==> src/rtl/ddr_cmd_issuer.sv <==
// DDR4 controller-side command issuer: one request at a time, single open row.
// Ports: CK_t/reset, req_* handshake in, DDR4 CA pins out, no_act_rdy/cas_done pulses.
module ddr_cmd_issuer #(
    parameter int T_RP  = 4,
    parameter int T_RCD = 4,
    parameter int T_RAS = 10,
    parameter int T_CCD = 4,
    parameter int T_RTP = 4,
    parameter int T_WTP = 16
) (
    input  logic        CK_t,
    input  logic        reset,
    input  logic        req_valid,
    output logic        req_ready,
    input  logic        req_wr,
    input  logic        req_bl4,
    input  logic [1:0]  req_bg,
    input  logic [1:0]  req_ba,
    input  logic [13:0] req_row,
    input  logic [9:0]  req_col,
    output logic        cs_n,
    output logic        act_n,
    output logic        RAS_n_A16,
    output logic        CAS_n_A15,
    output logic        WE_n_A14,
    output logic [1:0]  bg_addr,
    output logic [1:0]  ba_addr,
    output logic        A13,
    output logic        A12_BC_n,
    output logic        A11,
    output logic        A10_AP,
    output logic [9:0]  A9_A0,
    output logic        no_act_rdy,
    output logic        cas_done
);

    localparam int CNT_W = 5;

    typedef enum logic [2:0] {
        S_IDLE,
        S_PRE,
        S_WAIT_RP,
        S_ACT,
        S_WAIT_RCD,
        S_CAS,
        S_WAIT_CCD
    } state_t;

    typedef enum logic [2:0] {
        C_DES,
        C_ACT,
        C_RD,
        C_WR,
        C_PRE
    } cmd_t;

    state_t state_q, state_d;
    cmd_t   cmd_d;

    logic        r_wr, r_bl4;
    logic [1:0]  r_bg, r_ba;
    logic [13:0] r_row;
    logic [9:0]  r_col;
    logic        hit_q;

    logic        open_valid;
    logic [1:0]  open_bg, open_ba;
    logic [13:0] open_row;

    logic [CNT_W-1:0] rp_cnt, rcd_cnt, ras_cnt, ccd_cnt, pg_cnt;
    logic [CNT_W-1:0] pg_nx, pg_ld;

    logic accept, hit;

    logic [4:0]  pins_d;
    logic [1:0]  bg_d, ba_d;
    logic [13:0] addr_d;

    assign accept = req_valid && req_ready;
    assign hit    = open_valid && (req_bg == open_bg) &&
                    (req_ba == open_ba) && (req_row == open_row);

    // Pre-guard follows the later of the running deadline and the new one.
    assign pg_nx = (pg_cnt != '0) ? pg_cnt - 1'b1 : '0;
    always_comb begin
        pg_ld = r_wr ? CNT_W'(T_WTP - 1) : CNT_W'(T_RTP - 1);
        if (pg_nx > pg_ld)
            pg_ld = pg_nx;
    end

    // Next state and command; a command is registered on the edge leaving
    // its issuing state.  The wait states exit one cycle early so the
    // counter reaches 0 exactly as the issuing state is entered.
    always_comb begin
        state_d = state_q;
        cmd_d   = C_DES;
        unique case (state_q)
            S_IDLE: begin
                if (accept) begin
                    if (hit)
                        state_d = S_CAS;
                    else if (open_valid)
                        state_d = S_PRE;
                    else
                        state_d = S_ACT;
                end
            end
            S_PRE: begin
                if (ras_cnt == '0 && pg_cnt == '0) begin
                    cmd_d   = C_PRE;
                    state_d = S_WAIT_RP;
                end
            end
            S_WAIT_RP: begin
                if (rp_cnt <= CNT_W'(1))
                    state_d = S_ACT;
            end
            S_ACT: begin
                cmd_d   = C_ACT;
                state_d = S_WAIT_RCD;
            end
            S_WAIT_RCD: begin
                if (rcd_cnt <= CNT_W'(1))
                    state_d = S_CAS;
            end
            S_CAS: begin
                if (ccd_cnt == '0) begin
                    cmd_d   = r_wr ? C_WR : C_RD;
                    state_d = S_WAIT_CCD;
                end
            end
            S_WAIT_CCD: state_d = S_IDLE;
            default:    state_d = S_IDLE;
        endcase
    end

    // Pin image of the command about to be registered.
    always_comb begin
        pins_d = 5'b11111;
        bg_d   = '0;
        ba_d   = '0;
        addr_d = '0;
        unique case (cmd_d)
            C_ACT: begin
                pins_d = 5'b00111;
                bg_d   = r_bg;
                ba_d   = r_ba;
                addr_d = r_row;
            end
            C_RD, C_WR: begin
                pins_d = (cmd_d == C_WR) ? 5'b01100 : 5'b01101;
                bg_d   = r_bg;
                ba_d   = r_ba;
                addr_d = {1'b0, !r_bl4, 2'b00, r_col};
            end
            C_PRE: begin
                pins_d = 5'b01010;
                bg_d   = open_bg;
                ba_d   = open_ba;
            end
            default: ;
        endcase
    end

    always_ff @(posedge CK_t) begin
        if (reset) begin
            state_q    <= S_IDLE;
            req_ready  <= 1'b0;
            r_wr       <= 1'b0;
            r_bl4      <= 1'b0;
            r_bg       <= '0;
            r_ba       <= '0;
            r_row      <= '0;
            r_col      <= '0;
            hit_q      <= 1'b0;
            open_valid <= 1'b0;
            open_bg    <= '0;
            open_ba    <= '0;
            open_row   <= '0;
            rp_cnt     <= '0;
            rcd_cnt    <= '0;
            ras_cnt    <= '0;
            ccd_cnt    <= '0;
            pg_cnt     <= '0;
        end else begin
            state_q   <= state_d;
            req_ready <= (state_d == S_IDLE);

            if (accept) begin
                r_wr  <= req_wr;
                r_bl4 <= req_bl4;
                r_bg  <= req_bg;
                r_ba  <= req_ba;
                r_row <= req_row;
                r_col <= req_col;
                hit_q <= hit;
            end

            rp_cnt  <= (rp_cnt  != '0) ? rp_cnt  - 1'b1 : '0;
            rcd_cnt <= (rcd_cnt != '0) ? rcd_cnt - 1'b1 : '0;
            ras_cnt <= (ras_cnt != '0) ? ras_cnt - 1'b1 : '0;
            ccd_cnt <= (ccd_cnt != '0) ? ccd_cnt - 1'b1 : '0;
            pg_cnt  <= pg_nx;

            unique case (cmd_d)
                C_PRE: begin
                    open_valid <= 1'b0;
                    rp_cnt     <= CNT_W'(T_RP - 1);
                end
                C_ACT: begin
                    open_valid <= 1'b1;
                    open_bg    <= r_bg;
                    open_ba    <= r_ba;
                    open_row   <= r_row;
                    rcd_cnt    <= CNT_W'(T_RCD - 1);
                    ras_cnt    <= CNT_W'(T_RAS - 1);
                end
                C_RD, C_WR: begin
                    ccd_cnt <= CNT_W'(T_CCD - 1);
                    pg_cnt  <= pg_ld;
                end
                default: ;
            endcase
        end
    end

    always_ff @(posedge CK_t) begin
        if (reset) begin
            {cs_n, act_n, RAS_n_A16, CAS_n_A15, WE_n_A14} <= 5'b11111;
            bg_addr    <= '0;
            ba_addr    <= '0;
            {A13, A12_BC_n, A11, A10_AP, A9_A0} <= '0;
            no_act_rdy <= 1'b0;
            cas_done   <= 1'b0;
        end else begin
            {cs_n, act_n, RAS_n_A16, CAS_n_A15, WE_n_A14} <= pins_d;
            bg_addr    <= bg_d;
            ba_addr    <= ba_d;
            {A13, A12_BC_n, A11, A10_AP, A9_A0} <= addr_d;
            cas_done   <= (cmd_d == C_RD) || (cmd_d == C_WR);
            no_act_rdy <= ((cmd_d == C_RD) || (cmd_d == C_WR)) && hit_q;
        end
    end

endmodule

==> config.mk <==
export PLATFORM = sky130hd
export DESIGN_NAME = ddr_cmd_issuer
export DESIGN_NICKNAME = d
export VERILOG_FILES = /design/src/rtl/ddr_cmd_issuer.sv
export SDC_FILE = /design/constraint.sdc
export NUM_CORES = 1
export LEC_CHECK = 0
export ABC_AREA = 1
export BUFFER_PORTS_ARGS = -buffer_cell sky130_fd_sc_hd__buf_4
export CORE_AREA = 2 2 138 106
export DETAILED_ROUTE_END_ITERATION = 8
export DIE_AREA = 0 0 140 108
export PLACE_DENSITY = 0.5
export SLEW_MARGIN = 20
export SYNTH_ARGS = -nofsm -noshare
export SYNTH_HDL_FRONTEND = slang
export SYNTH_SLANG_ARGS = --single-unit
==> constraint.sdc <==
create_clock -name CK_t -period 1.8 [get_ports CK_t]
set_clock_uncertainty 0.1 [all_clocks]
set_input_delay 0.18 -clock CK_t [delete_from_list [all_inputs] [get_ports CK_t]]
set_output_delay 0.18 -clock CK_t [all_outputs]
set_load 0.05 [all_outputs]
Word-level counts from Yosys, hierarchy flattened
Cells that the tools add are included.
Operators by class
  multipliers: 0
  bitwise gates (word level): 4
  mux-type cells: 30
  magnitude comparators: 3
  reduce and logical (&&, ||, !) cells: 25
  add/sub/neg operators: 5
  shift-type cells: 0
  divide/modulo/power cells: 0
  equality and inequality tests: 12
Operator list (number)
  $pmux 14 s2: 1
  $reduce_bool 5->1: 5
  $sub 5x1->5 const B: 5
  $mux 3: 7
  $pmux 3 s6: 1
  $mux 2: 8
  $logic_not 5->1: 3
  $mux 5: 3
  $pmux 5 s3: 1
  $eq 14x14->1: 1
  $eq 3x2->1 const B: 4
  $mux 4: 3
  $reduce_or 3->1: 4
  $le 5x1->1 const B: 2
  $eq 3x3->1 const B: 3
  $pmux 3 s3: 1
  $pmux 2 s2: 2
  $eq 3x1->1 const B: 2
  $logic_and 1x1->1: 6
  $logic_not 3->1: 2
  $gt 5x4->1: 1
  $eq 2x2->1: 2
  $not 1->1: 4
  $reduce_or 4->1: 1
  6 further kinds: 7
Word-level totals
  memory bits (writable): 0
  flip-flop bits (word level): 104
  ROM bits: 0
  memories: 0
  bits in latches: 0
  output and inout port bits: 26
  input port bits: 33

Logic depth before layout (Yosys ltp)
Gate-level depths: netlist of the first run.
  depth after elaboration: 8
  mapped depth: 15
  gate-level depth less buffers: 15

Worst setup path before layout of the first run
Ideal clock, no wire load.
  path kind: register to register
  from: reg pg_cnt[0]
  to: reg pg_cnt[3]
  setup slack: -208 ps
  arrival: 1776 ps
  data required time: 1568 ps
  clock period less this slack: 2008 ps
  stages on the path, launching flop included: 15
  path buffers: 0
  path through: dfxtp_1 inv_1 ha_1 inv_1 nor2_2 nand3b_1 inv_2 nor3_1 ha_1 nand2_1 nand3b_1 o21ai_1 nand2_1 nand2_1 a21oi_1
Between the ends
  word-level cells in the longest chain between the ends: 7
RTL lines
  start, declared: line 70  | logic [CNT_W-1:0] rp_cnt, rcd_cnt, ras_cnt, ccd_cnt, pg_cnt;
  start signal, assigned: line 203  | pg_cnt <= pg_nx;
  start signal, assigned: line 220  | pg_cnt <= pg_ld;
  parallel branches: the longest is 6 deep, another holds $sub 5x1->5
  $mux 5 (*): line 205  | unique case (cmd_d)
Mark *: on every way between the ends.
A chain may end at the register's enable or synchronous reset.

Final worst setup path of the first run
  from: reg pg_cnt[1]
  to: reg pg_cnt[3]
Same word-level chain as after synthesis.

==> results.json, run 1 <==
{
  "cp_top_family": "simple AND/OR/NAND/NOR gates",
  "grt_pass1_vias": 3469,
  "critPathLaunchType": "flop",
  "path_clk_slew_ns": 0.07,
  "grt_pass1_wl_um": 16950,
  "status": "finished with violations",
  "place_congestion": 0.8185,
  "worstMarginPinSlew_ns": 0.4620,
  "clockRootBuffer": "clkbuf_16",
  "clock_path_buffers": 2,
  "die_w_um": 140,
  "synth_top_area_share_pct": 49.64,
  "synth_cell_types": 34,
  "numCtsBuffers": 9,
  "num_antenna_cells": 0,
  "crit_required_ns": 1.91,
  "critical-path-max-stage-delay_ns": 0.35,
  "die_area_um2": 15120,
  "clock_latency_ns": 0.35,
  "ant_nets": 0,
  "final_nets": 656,
  "place_ws_ns": -0.2534,
  "cts_sinks": 104,
  "drive_gt1_share_pct": 23.65,
  "finalSetupViolCount": 4,
  "cts_tree": "yes",
  "min_period_ns": 2.082,
  "wl_per_cell_um": 13.46,
  "antenna_found_initial": 0,
  "netlist_top_cells_area": "dfxtp_1 (50%), nand2_1 (8.1%), nor2_1 (6.4%)",
  "synth_ff_type": "dfxtp_1",
  "ir_worst_vdd_v": 0.0005567,
  "ios": 59,
  "worstSetupPathType": "reg2reg",
  "drc": 1,
  "synth_seq_area_share_pct": 49.64,
  "final_util_pct": 39.50,
  "die_y_um": 108,
  "vias_per_cell": 4.541,
  "cts_htree_levels": 3,
  "initial_core_util_pct": 30.71,
  "synth.most_common_cell": "dfxtp_1",
  "worstPathArrival_ns": 2.19,
  "rows": 37,
  "hold_viol_final": 0,
  "synth-seq-cells": 104,
  "totalWireLength_um": 10600,
  "post_synth.cell_area_avg_um2": 7.913,
  "synth_top_cell_by_area": "dfxtp_1",
  "whs_ns": 0.008340,
  "crit_chain": "inv_2, buf_4, buf_4, a31oi_1, nor3_4, ha_1, nand2_1, nand3b_1, o21ai_2, nand2_2, nand2_1, a21oi_2",
  "min_period_over_period_pct": 115.7,
  "drt_iter0_drc": 124,
  "syn_area_um2": 4194,
  "relSlewSlack_pct": 68.92,
  "worstPathBufferInverterCount": 3,
  "finalWorstSetupSlack_ns": -0.2824,
  "rsz0062_at_grt": "yes",
  "drv_slew": 0,
  "first_pass_iters": 6,
  "place_hpwl_um": 7588,
  "power.total_uw": 6981,
  "async_flop_share_pct": 0,
  "violations": "DRC, setup timing",
  "overflow": 0,
  "maxCapViolCount": 0,
  "syn-num-nets": 576,
  "end_kind": "flop",
  "area_delta_synth_final_pct": 28.61,
  "grt_max_degree": 33,
  "cp_slowest_cell": "dfxtp_2",
  "core_um2": 13660,
  "hold_class": "in2reg",
  "critical_path.max_fanout": 4,
  "synth_warnings": 0,
  "syn_inst": 530,
  "synth-edff-count": 0,
  "synth_common_cells": "dfxtp_1 (104), nand2_1 (91), nor2_1 (72), inv_1 (59), o21ai_0 (45)",
  "fmax_ghz": 0.4802,
  "powerDensity_nw_per_um2": 1294,
  "gr-usage-all-layers_pct": 14.39,
  "portBuffers": 58,
  "leakage_uw": 0.002279,
  "num_vias": 3578
}
## where the power goes
part           switching, µW  internal (µW)
sequential               220           2690
clock                    837            962
combinational           1360            913
## final cells by class
| class | count | area, µm² |
|---|---|---|
| flip-flops and latches | 104 | 2085 |
| well taps | 175 | 219.0 |
| multi-input cells | 342 | 1886 |
| clock buffers | 11 | 242.7 |
| fillers | 1395 | 8263 |
| clock inverters | 3 | 18.77 |
| repair buffers | 87 | 694.4 |
| inverters | 66 | 249.0 |
## cell usage in the layout (no fill, tap or decap), types with 2 or more instances in the layout
cell | Yosys | routed
ha_1 | 13 | 12
o21ai_1 | 6 | 5
dfxtp_2 | 0 | 2
o22ai_1 | 18 | 14
clkinv_2 | 1 | 3
o21ai_0 | 45 | 43
dlygate4sd3_1 | 0 | 10
dfxtp_1 | 104 | 102
nand2_1 | 91 | 89
nor2_2 | 3 | 2
inv_2 | 5 | 8
nor3_4 | 1 | 2
o22ai_2 | 0 | 4
inv_1 | 59 | 56
xor2_1 | 5 | 5
nand2_4 | 0 | 2
or2_2 | 3 | 3
nand3_1 | 8 | 7
o211ai_1 | 3 | 3
nand3b_1 | 4 | 4
buf_4 | 0 | 75
clkbuf_16 | 0 | 9
nor3_1 | 6 | 5
nor2_4 | 1 | 3
a21oi_1 | 31 | 29
xnor2_1 | 6 | 6
o21ai_2 | 0 | 3
nor2_1 | 72 | 71
a21oi_2 | 9 | 11
nand2_2 | 10 | 10
## per-layer routing
layer	vias up	global-route usage [%]	wire length [µm]
li1	1845	-	-
met1	1655	19.35	5274
met2	67	23.36	4776
met3	11	3.499	435
met4	0	3.824	116
met5	-	0	0
## stage by stage
stage | instances | setup TNS, ns | cell area [µm²]
after floorplan | 530 | -0.2759 | 4213
after global placement | 763 | -0.5988 | 4935
after detailed placement | 763 | -0.9801 | 4935
after CTS | 788 | -0.9859 | 5314
after global routing | 788 | -2.067 | 5394
final | 788 | -1.067 | 5394
## worst min-delay path, cell delays in order
cell and delay [ns]:
buf_4 0.08, o21ai_0 0.08, nor2_1 0.08
## what timing repair did
action	in CTS	in global routing
pin swaps	6	8
cloned	0	0
endpoints found under the hold margin	10	0
resized for setup	3	20
setup buffers	1	1
setup endpoints to repair	7	19
hold buffers	10	0
## final timing paths
path	start	endpoint	slack, ns	depth (start not counted)
max	pg_cnt[1]	pg_cnt[3]	-0.28	12
max reg2reg	pg_cnt[1]	pg_cnt[3]	-0.28	12
min reg2reg	ras_cnt[0]	ras_cnt[0]	0.34	1
min	req_col[9]	r_col[9]	0.008	3
## registers in the layout (all words and copies together) (netlist names), 3 cells and up
| register | count |
|---|---|
| ras_cnt | 5 |
| open_row | 14 |
| rcd_cnt | 5 |
| r_col | 10 |
| rp_cnt | 5 |
| r_row | 14 |
| pg_cnt | 5 |
| A9_A0 | 10 |
| state_q | 3 |
| ccd_cnt | 5 |
## cells by family after synthesis
family | Yosys count | synth area share (%)
simple gates | 204 | 21.12
compound gates | 114 | 15.22
flops | 104 | 49.64
buf+inv | 84 | 7.846
fa+ha+maj | 13 | 3.878
xor+xnor | 11 | 2.297
Note: power is estimated with default switching activity, not from simulation.
==> inputs of run 2 (changes only) <==
--- a/config.mk
+++ b/config.mk
@@ -5,11 +5,12 @@
 export SDC_FILE = /design/constraint.sdc
 export NUM_CORES = 1
 export LEC_CHECK = 0
-export ABC_AREA = 1
+export ABC_AREA = 0
 export BUFFER_PORTS_ARGS = -buffer_cell sky130_fd_sc_hd__buf_4
-export CORE_AREA = 2 2 138 106
+export CAP_MARGIN = 20
+export CORE_AREA = 2 2 137 105
 export DETAILED_ROUTE_END_ITERATION = 8
-export DIE_AREA = 0 0 140 108
+export DIE_AREA = 0 0 139 107
 export PLACE_DENSITY = 0.5
 export SLEW_MARGIN = 20
 export SYNTH_ARGS = -nofsm -noshare
==> run 2 against run 1 <==
Effect of this change:
- the flow finishes with violations (setup timing)
- via count fell by 1.6%
- sequential share of layout area fell by 1.3 points
- hold slack barely moved
==> results.json, run 2 <==
{
  "status": "finished with violations",
  "violations": "setup timing",
  "largestRegisters": "open_row (14), r_row (14)",
  "critical-path-max-stage-delay_ns": 0.32,
  "drv_slew": 0,
  "grt_pass1_wl_um": 17470,
  "critPathLaunchType": "flop",
  "rsz0062_at_grt": "yes",
  "fmax_ghz": 0.4789,
  "synth-seq-cells": 104,
  "synth.most_common_cell": "nand2_1",
  "num_antenna_cells": 0,
  "cp_top_family": "simple AND/OR/NAND/NOR gates",
  "numCtsBuffers": 9,
  "drc": 0,
  "area_delta_synth_final_pct": 35.22,
  "overflow": 0,
  "post_synth.cell_area_avg_um2": 8.571,
  "netlist_top_cells_area": "dfxtp_1 (50%), nand2_1 (11%), a21oi_1 (7.9%)",
  "antenna_found_initial": 0,
  "synth-edff-count": 0,
  "vias_per_cell": 4.600,
  "synth_ff_type": "dfxtp_1",
  "crit_required_ns": 1.93,
  "leakage_uw": 0.002181,
  "initial_core_util_pct": 30.56,
  "die_w_um": 139,
  "synth_compound_area_share_pct": 12.54,
  "clock_latency_ns": 0.34,
  "totalWireLength_um": 10770,
  "hold_viol_final": 0,
  "die_area_um2": 14870,
  "synth_seq_area_share_pct": 50.39,
  "synth_xor_area_share_pct": 6.572,
  "mostFrequentLayoutCell": "nand2_1",
  "ios": 59,
  "powerDensity_nw_per_um2": 1397,
  "async_flop_share_pct": 0,
  "worstPathBufferInverterCount": 1,
  "cp_slowest_cell": "dfxtp_2",
  "synth_common_cells": "nand2_1 (119), dfxtp_1 (104), a21oi_1 (65), nor2_1 (41), xnor2_1 (23)",
  "synth_warnings": 0,
  "drt_iter0_drc": 206,
  "finalSetupViolCount": 4,
  "critical_path.max_fanout": 3,
  "wl_per_cell_um": 14.07,
  "path_clk_slew_ns": 0.07,
  "min_period_ns": 2.088,
  "portBuffers": 58,
  "maxCapViolCount": 0,
  "fin_area_um2": 5587,
  "ant_nets": 0,
  "rows": 37,
  "final_util_pct": 41.33,
  "place_congestion": 0.7581,
  "end_kind": "flop",
  "place_hpwl_um": 7697,
  "first_pass_iters": 4,
  "final_cell_mix": "nand2_1 (118), dfxtp_1 (102), buf_4 (90)",
  "min_period_over_period_pct": 116.0,
  "worstSetupPathType": "reg2reg",
  "synth_cell_types": 42,
  "synth_top_family_by_area": "simple AND/OR/NAND/NOR gates",
  "synth-adder-area-share_pct": 3.937,
  "relSlewSlack_pct": 64.48,
  "die_y_um": 107,
  "drive_gt1_share_pct": 22.20,
  "finalWorstSetupSlack_ns": -0.2883,
  "muxShareOfSynthArea_pct": 0.4846,
  "worstPathArrival_ns": 2.21,
  "worstMarginPinSlew_ns": 0.5287,
  "clockRootBuffer": "clkbuf_16",
  "cts_sinks": 104,
  "syn_area_um2": 4131,
  "syn_inst": 482,
  "num_vias": 3519,
  "grt_max_degree": 38,
  "power.total_uw": 7804,
  "synth-simple-area-share_pct": 21.87,
  "gr-usage-all-layers_pct": 14.89,
  "fillCellCount": 1379,
  "ir_worst_vdd_v": 0.0005860,
  "cts_tree": "yes",
  "synth_top_cell_by_area": "dfxtp_1",
  "cts_htree_levels": 3,
  "crit_chain": "inv_2, ha_4, nor4b_4, nor2_2, ha_1, nand2_4, nor4_4, o211ai_4, mux2i_1, nor2_1",
  "clock_path_buffers": 2,
  "hold_class": "in2reg",
  "placed_area_um2": 4910,
  "final_nets": 631,
  "synth_top_area_share_pct": 50.39,
  "syn-num-nets": 528,
  "core_um2": 13520,
  "grt_pass1_vias": 3397
}
## run 2: cell count changes after synthesis, sizes merged, moves of 5 or more
cell and delta:
a21oi +25, and2 +5, inv -47, nand2 +18, nand3 -5, nor2 -34, o21ai -45, o22ai -17
xnor2 +17
## run 2: worst paths after layout
path              start         to  slack, ns  cells after the start
min          req_col[0]   r_col[0]      0.008                      3
min reg2reg    r_row[0]   r_row[0]       0.36                      2
max           pg_cnt[1]  pg_cnt[2]      -0.29                     10
max reg2reg   pg_cnt[1]  pg_cnt[2]      -0.29                     10
## run 2: cells by family after synthesis
| group | Yosys count |
|---|---|
| mux | 2 |
| flops | 104 |
| fa+ha+maj | 13 |
| xor+xnor | 31 |
| compound gates | 90 |
| buf+inv | 40 |
| simple gates | 202 |
## run 2: report_power, final
part | leakage, µW | switching [µW] | internal, µW
Combinational | 0.00118 | 1430 | 1330
Clock | 0.000153 | 845 | 1260
Sequential | 0.000847 | 297 | 2650
Total | 0.00218 | 2570 | 5230
## run 2: worst register-to-register path: stages (launching register included)
cell      delay (ns)
dfxtp_2         0.32
inv_2           0.06
ha_4            0.14
nor4b_4         0.29
nor2_2          0.09
ha_1            0.32
nand2_4         0.08
nor4_4          0.04
o211ai_4        0.20
mux2i_1         0.27
nor2_1          0.06
## run 2: repair_timing
| action | CTS | global route |
|---|---|---|
| resized for setup | 6 | 10 |
| endpoints found under the setup margin | 6 | 29 |
| pin swaps | 6 | 4 |
| hold buffers | 24 | 0 |
| setup buffers | 7 | 0 |
| endpoints found under the hold margin | 24 | 0 |
## run 2: layer usage
layer | vias up | track usage [%] | part of all wire, %
met2 | 68 | 22.34 | 43
met4 | 0 | 3.896 | 0.84
met3 | 5 | 3.394 | 4.1
met1 | 1666 | 21.53 | 52
met5 | - | 0 | 0
li1 | 1780 | - | -
## run 2: per-stage QoR
step | setup slack (ns) | hold WS, ns | TNS (ns) | std cells
after global routing | -0.3952 | 0.009888 | -1.740 | 765
after CTS | -0.1942 | 0.003180 | -0.7634 | 766
final | -0.2883 | 0.008122 | -0.9528 | 765
after detailed placement | -0.2040 | 0.3391 | -0.7974 | 719
after floorplan | -0.2760 | 0.2160 | -0.8252 | 482
after global placement | -0.1377 | 0.3301 | -0.5252 | 719
## run 2: final cells by class
type                       count  area (µm²)  share of cell area, %
multi-input combinational    338        1969                  35.25
inverter                      17       63.81                  1.142
timing repair buffer         115       927.1                  16.60
clock buffer                  12       246.5                  4.412
clock inverter                 4       76.32                  1.366
tap                          175       219.0                  3.919
sequential                   104        2085                  37.31
==> inputs of run 3 (changes only) <==
--- a/config.mk
+++ b/config.mk
@@ -8,10 +8,10 @@
 export ABC_AREA = 0
 export BUFFER_PORTS_ARGS = -buffer_cell sky130_fd_sc_hd__buf_4
 export CAP_MARGIN = 20
-export CORE_AREA = 2 2 137 105
+export CORE_AREA = 2 2 107 83
 export DETAILED_ROUTE_END_ITERATION = 8
-export DIE_AREA = 0 0 139 107
-export PLACE_DENSITY = 0.5
+export DIE_AREA = 0 0 109 85
+export PLACE_DENSITY = 0.74
 export SLEW_MARGIN = 20
 export SYNTH_ARGS = -nofsm -noshare
 export SYNTH_HDL_FRONTEND = slang
==> run 3 against run 2 <==
Effect of this change:
- power down 10%
- flip-flop and latch count unchanged
- critical path depth is the same
- critical path type unchanged
- wire length fell by 6.2%
- the flow still finishes with violations (setup timing)
- largest power group unchanged
==> results.json, run 3 (same netlist as run 2, synthesis figures left out) <==
{
  "status": "finished with violations",
  "violations": "setup timing",
  "hold_class": "in2reg",
  "clock_latency_ns": 0.37,
  "leakage_uw": 0.002143,
  "place_hpwl_um": 6875,
  "ir_worst_vdd_v": 0.0007568,
  "comb_power_share_pct": 38.2,
  "critical-path-max-stage-delay_ns": 0.34,
  "finalWorstSetupSlack_ns": -0.3232,
  "die_w_um": 109,
  "cts_tree": "yes",
  "cp_top_family": "simple AND/OR/NAND/NOR gates",
  "critPathLaunchType": "flop",
  "cts_htree_levels": 3,
  "maxCapViolCount": 0,
  "critical_path.max_fanout": 3,
  "fin_area_um2": 5394,
  "worstPathArrival_ns": 2.29,
  "area_delta_synth_final_pct": 30.56,
  "portBuffers": 58,
  "antenna_found_initial": 0,
  "initial_core_util_pct": 50.16,
  "ios": 59,
  "grt_max_degree": 45,
  "ant_nets": 0,
  "power.internal_uw": 4462,
  "switching_share_pct": 36.50,
  "rows": 29,
  "relSlewSlack_pct": 60.46,
  "clock_path_buffers": 2,
  "drt_iter0_drc": 252,
  "place_congestion": 0.8530,
  "clockRootBuffer": "clkbuf_8",
  "drv_slew": 0,
  "crit_chain": "inv_2, ha_4, nor4b_4, nor2_2, ha_1, nand2_2, nor4_4, o211ai_4, mux2i_1, nor2_1",
  "min_period_ns": 2.123,
  "cts_sinks": 104,
  "core_um2": 8237,
  "worstPathBufferInverterCount": 1,
  "path_clk_slew_ns": 0.11,
  "drc": 0,
  "placed_area_um2": 4796,
  "power.total_uw": 7027,
  "crit_required_ns": 1.97,
  "worstSetupPathType": "reg2reg",
  "largestRegisters": "open_row (14), r_row (14)",
  "totalWireLength_um": 10100,
  "hold_viol_final": 0,
  "powerDensity_nw_per_um2": 1303,
  "pwr-share-clk_pct": 19.9,
  "finalSetupViolCount": 4,
  "wl_per_cell_um": 14.39,
  "gr-usage-all-layers_pct": 22.96,
  "crit_start": "pg_cnt[1]",
  "die_y_um": 85,
  "die_area_um2": 9265,
  "worstMarginPinSlew_ns": 0.5880,
  "overflow": 0,
  "final_nets": 635,
  "cp_slowest_cell": "dfxtp_2",
  "grt_pass1_wl_um": 16390,
  "end_kind": "flop",
  "rsz0062_at_grt": "yes",
  "fmax_ghz": 0.4710,
  "first_pass_iters": 4,
  "grt_pass1_vias": 3346,
  "final_cell_mix": "nand2_1 (118), dfxtp_1 (102), buf_4 (86)",
  "reg2reg_from": "pg_cnt[1]",
  "min_period_over_period_pct": 118.0,
  "mostFrequentLayoutCell": "nand2_1",
  "vias_per_cell": 5.068,
  "num_antenna_cells": 0,
  "seq_power_share_pct": 41.8,
  "num_vias": 3558,
  "numCtsBuffers": 9,
  "p_switching_uw": 2565,
  "worstHoldStart": "reset",
  "drive_gt1_share_pct": 21.72
}
run 3: worst paths after layout:
path             endpoint  slack (ns)  depth (start not counted)
max             pg_cnt[2]       -0.32                         10
min          open_row[10]        0.16                          2
max reg2reg     pg_cnt[2]       -0.32                         10
min reg2reg      A9_A0[1]        0.36                          2
run 3: worst reg2reg max path: cells and delay by family (launching register included):
family,cells,cell delay (ns)
compound gates,1,0.14
fa+ha+maj,2,0.46
buf+inv,1,0.07
flops,1,0.34
mux,1,0.21
simple gates,5,0.70
run 3: stage by stage:
step | setup TNS, ns | utilization [%] | std cells | hold slack [ns] | setup slack [ns]
after global placement | -0.5756 | 58.23 | 648 | 0.3285 | -0.1571
after floorplan | -0.8252 | - | 482 | 0.2160 | -0.2760
final | -1.220 | 65.49 | 702 | 0.1616 | -0.3232
after detailed placement | -1.088 | 58.23 | 648 | 0.3378 | -0.2765
after CTS | -1.171 | 64.83 | 698 | 0.1475 | -0.3027
after global routing | -2.149 | 65.49 | 702 | 0.1525 | -0.4311
run 3: repair_timing:
action,CTS,global route
endpoints found under the hold margin,30,0
gates cloned,0,0
hold buffers,30,0
pin swaps,0,4
buffers inserted,4,5
gates resized for setup,8,8
endpoints found under the setup margin,6,28
run 3: cell type report:
| cell class | count | area, µm² |
|---|---|---|
| timing repair buffer | 119 | 979.7 |
| clock buffer | 9 | 123.9 |
| multi-input combinational | 338 | 1944 |
| sequential | 104 | 2085 |
| inverter | 17 | 63.81 |
| fill | 670 | 2843 |
| clock inverter | 7 | 62.56 |
| tap | 108 | 135.1 |
run 3: power groups by stage:
stage | clock, µW | sequential, µW | combinational, µW
2_1_floorplan | 0 | 2990 | 1640
3_3_place_gp | 0 | 2960 | 2230
3_5_place_dp | 0 | 2980 | 2340
4_1_cts | 1420 | 2930 | 2560
5_1_grt | 1520 | 2990 | 2980
6_report | 1400 | 2940 | 2690
run 3: layer usage:
layer / routed length (µm) / vias to the layer above / global-route usage (%)
li1: - / 1789 / -
met1: 4702 / 1638 / 32.64
met2: 4583 / 119 / 34.61
met3: 672 / 12 / 6.221
met4: 143 / 0 / 5.944
met5: 0 / - / 0
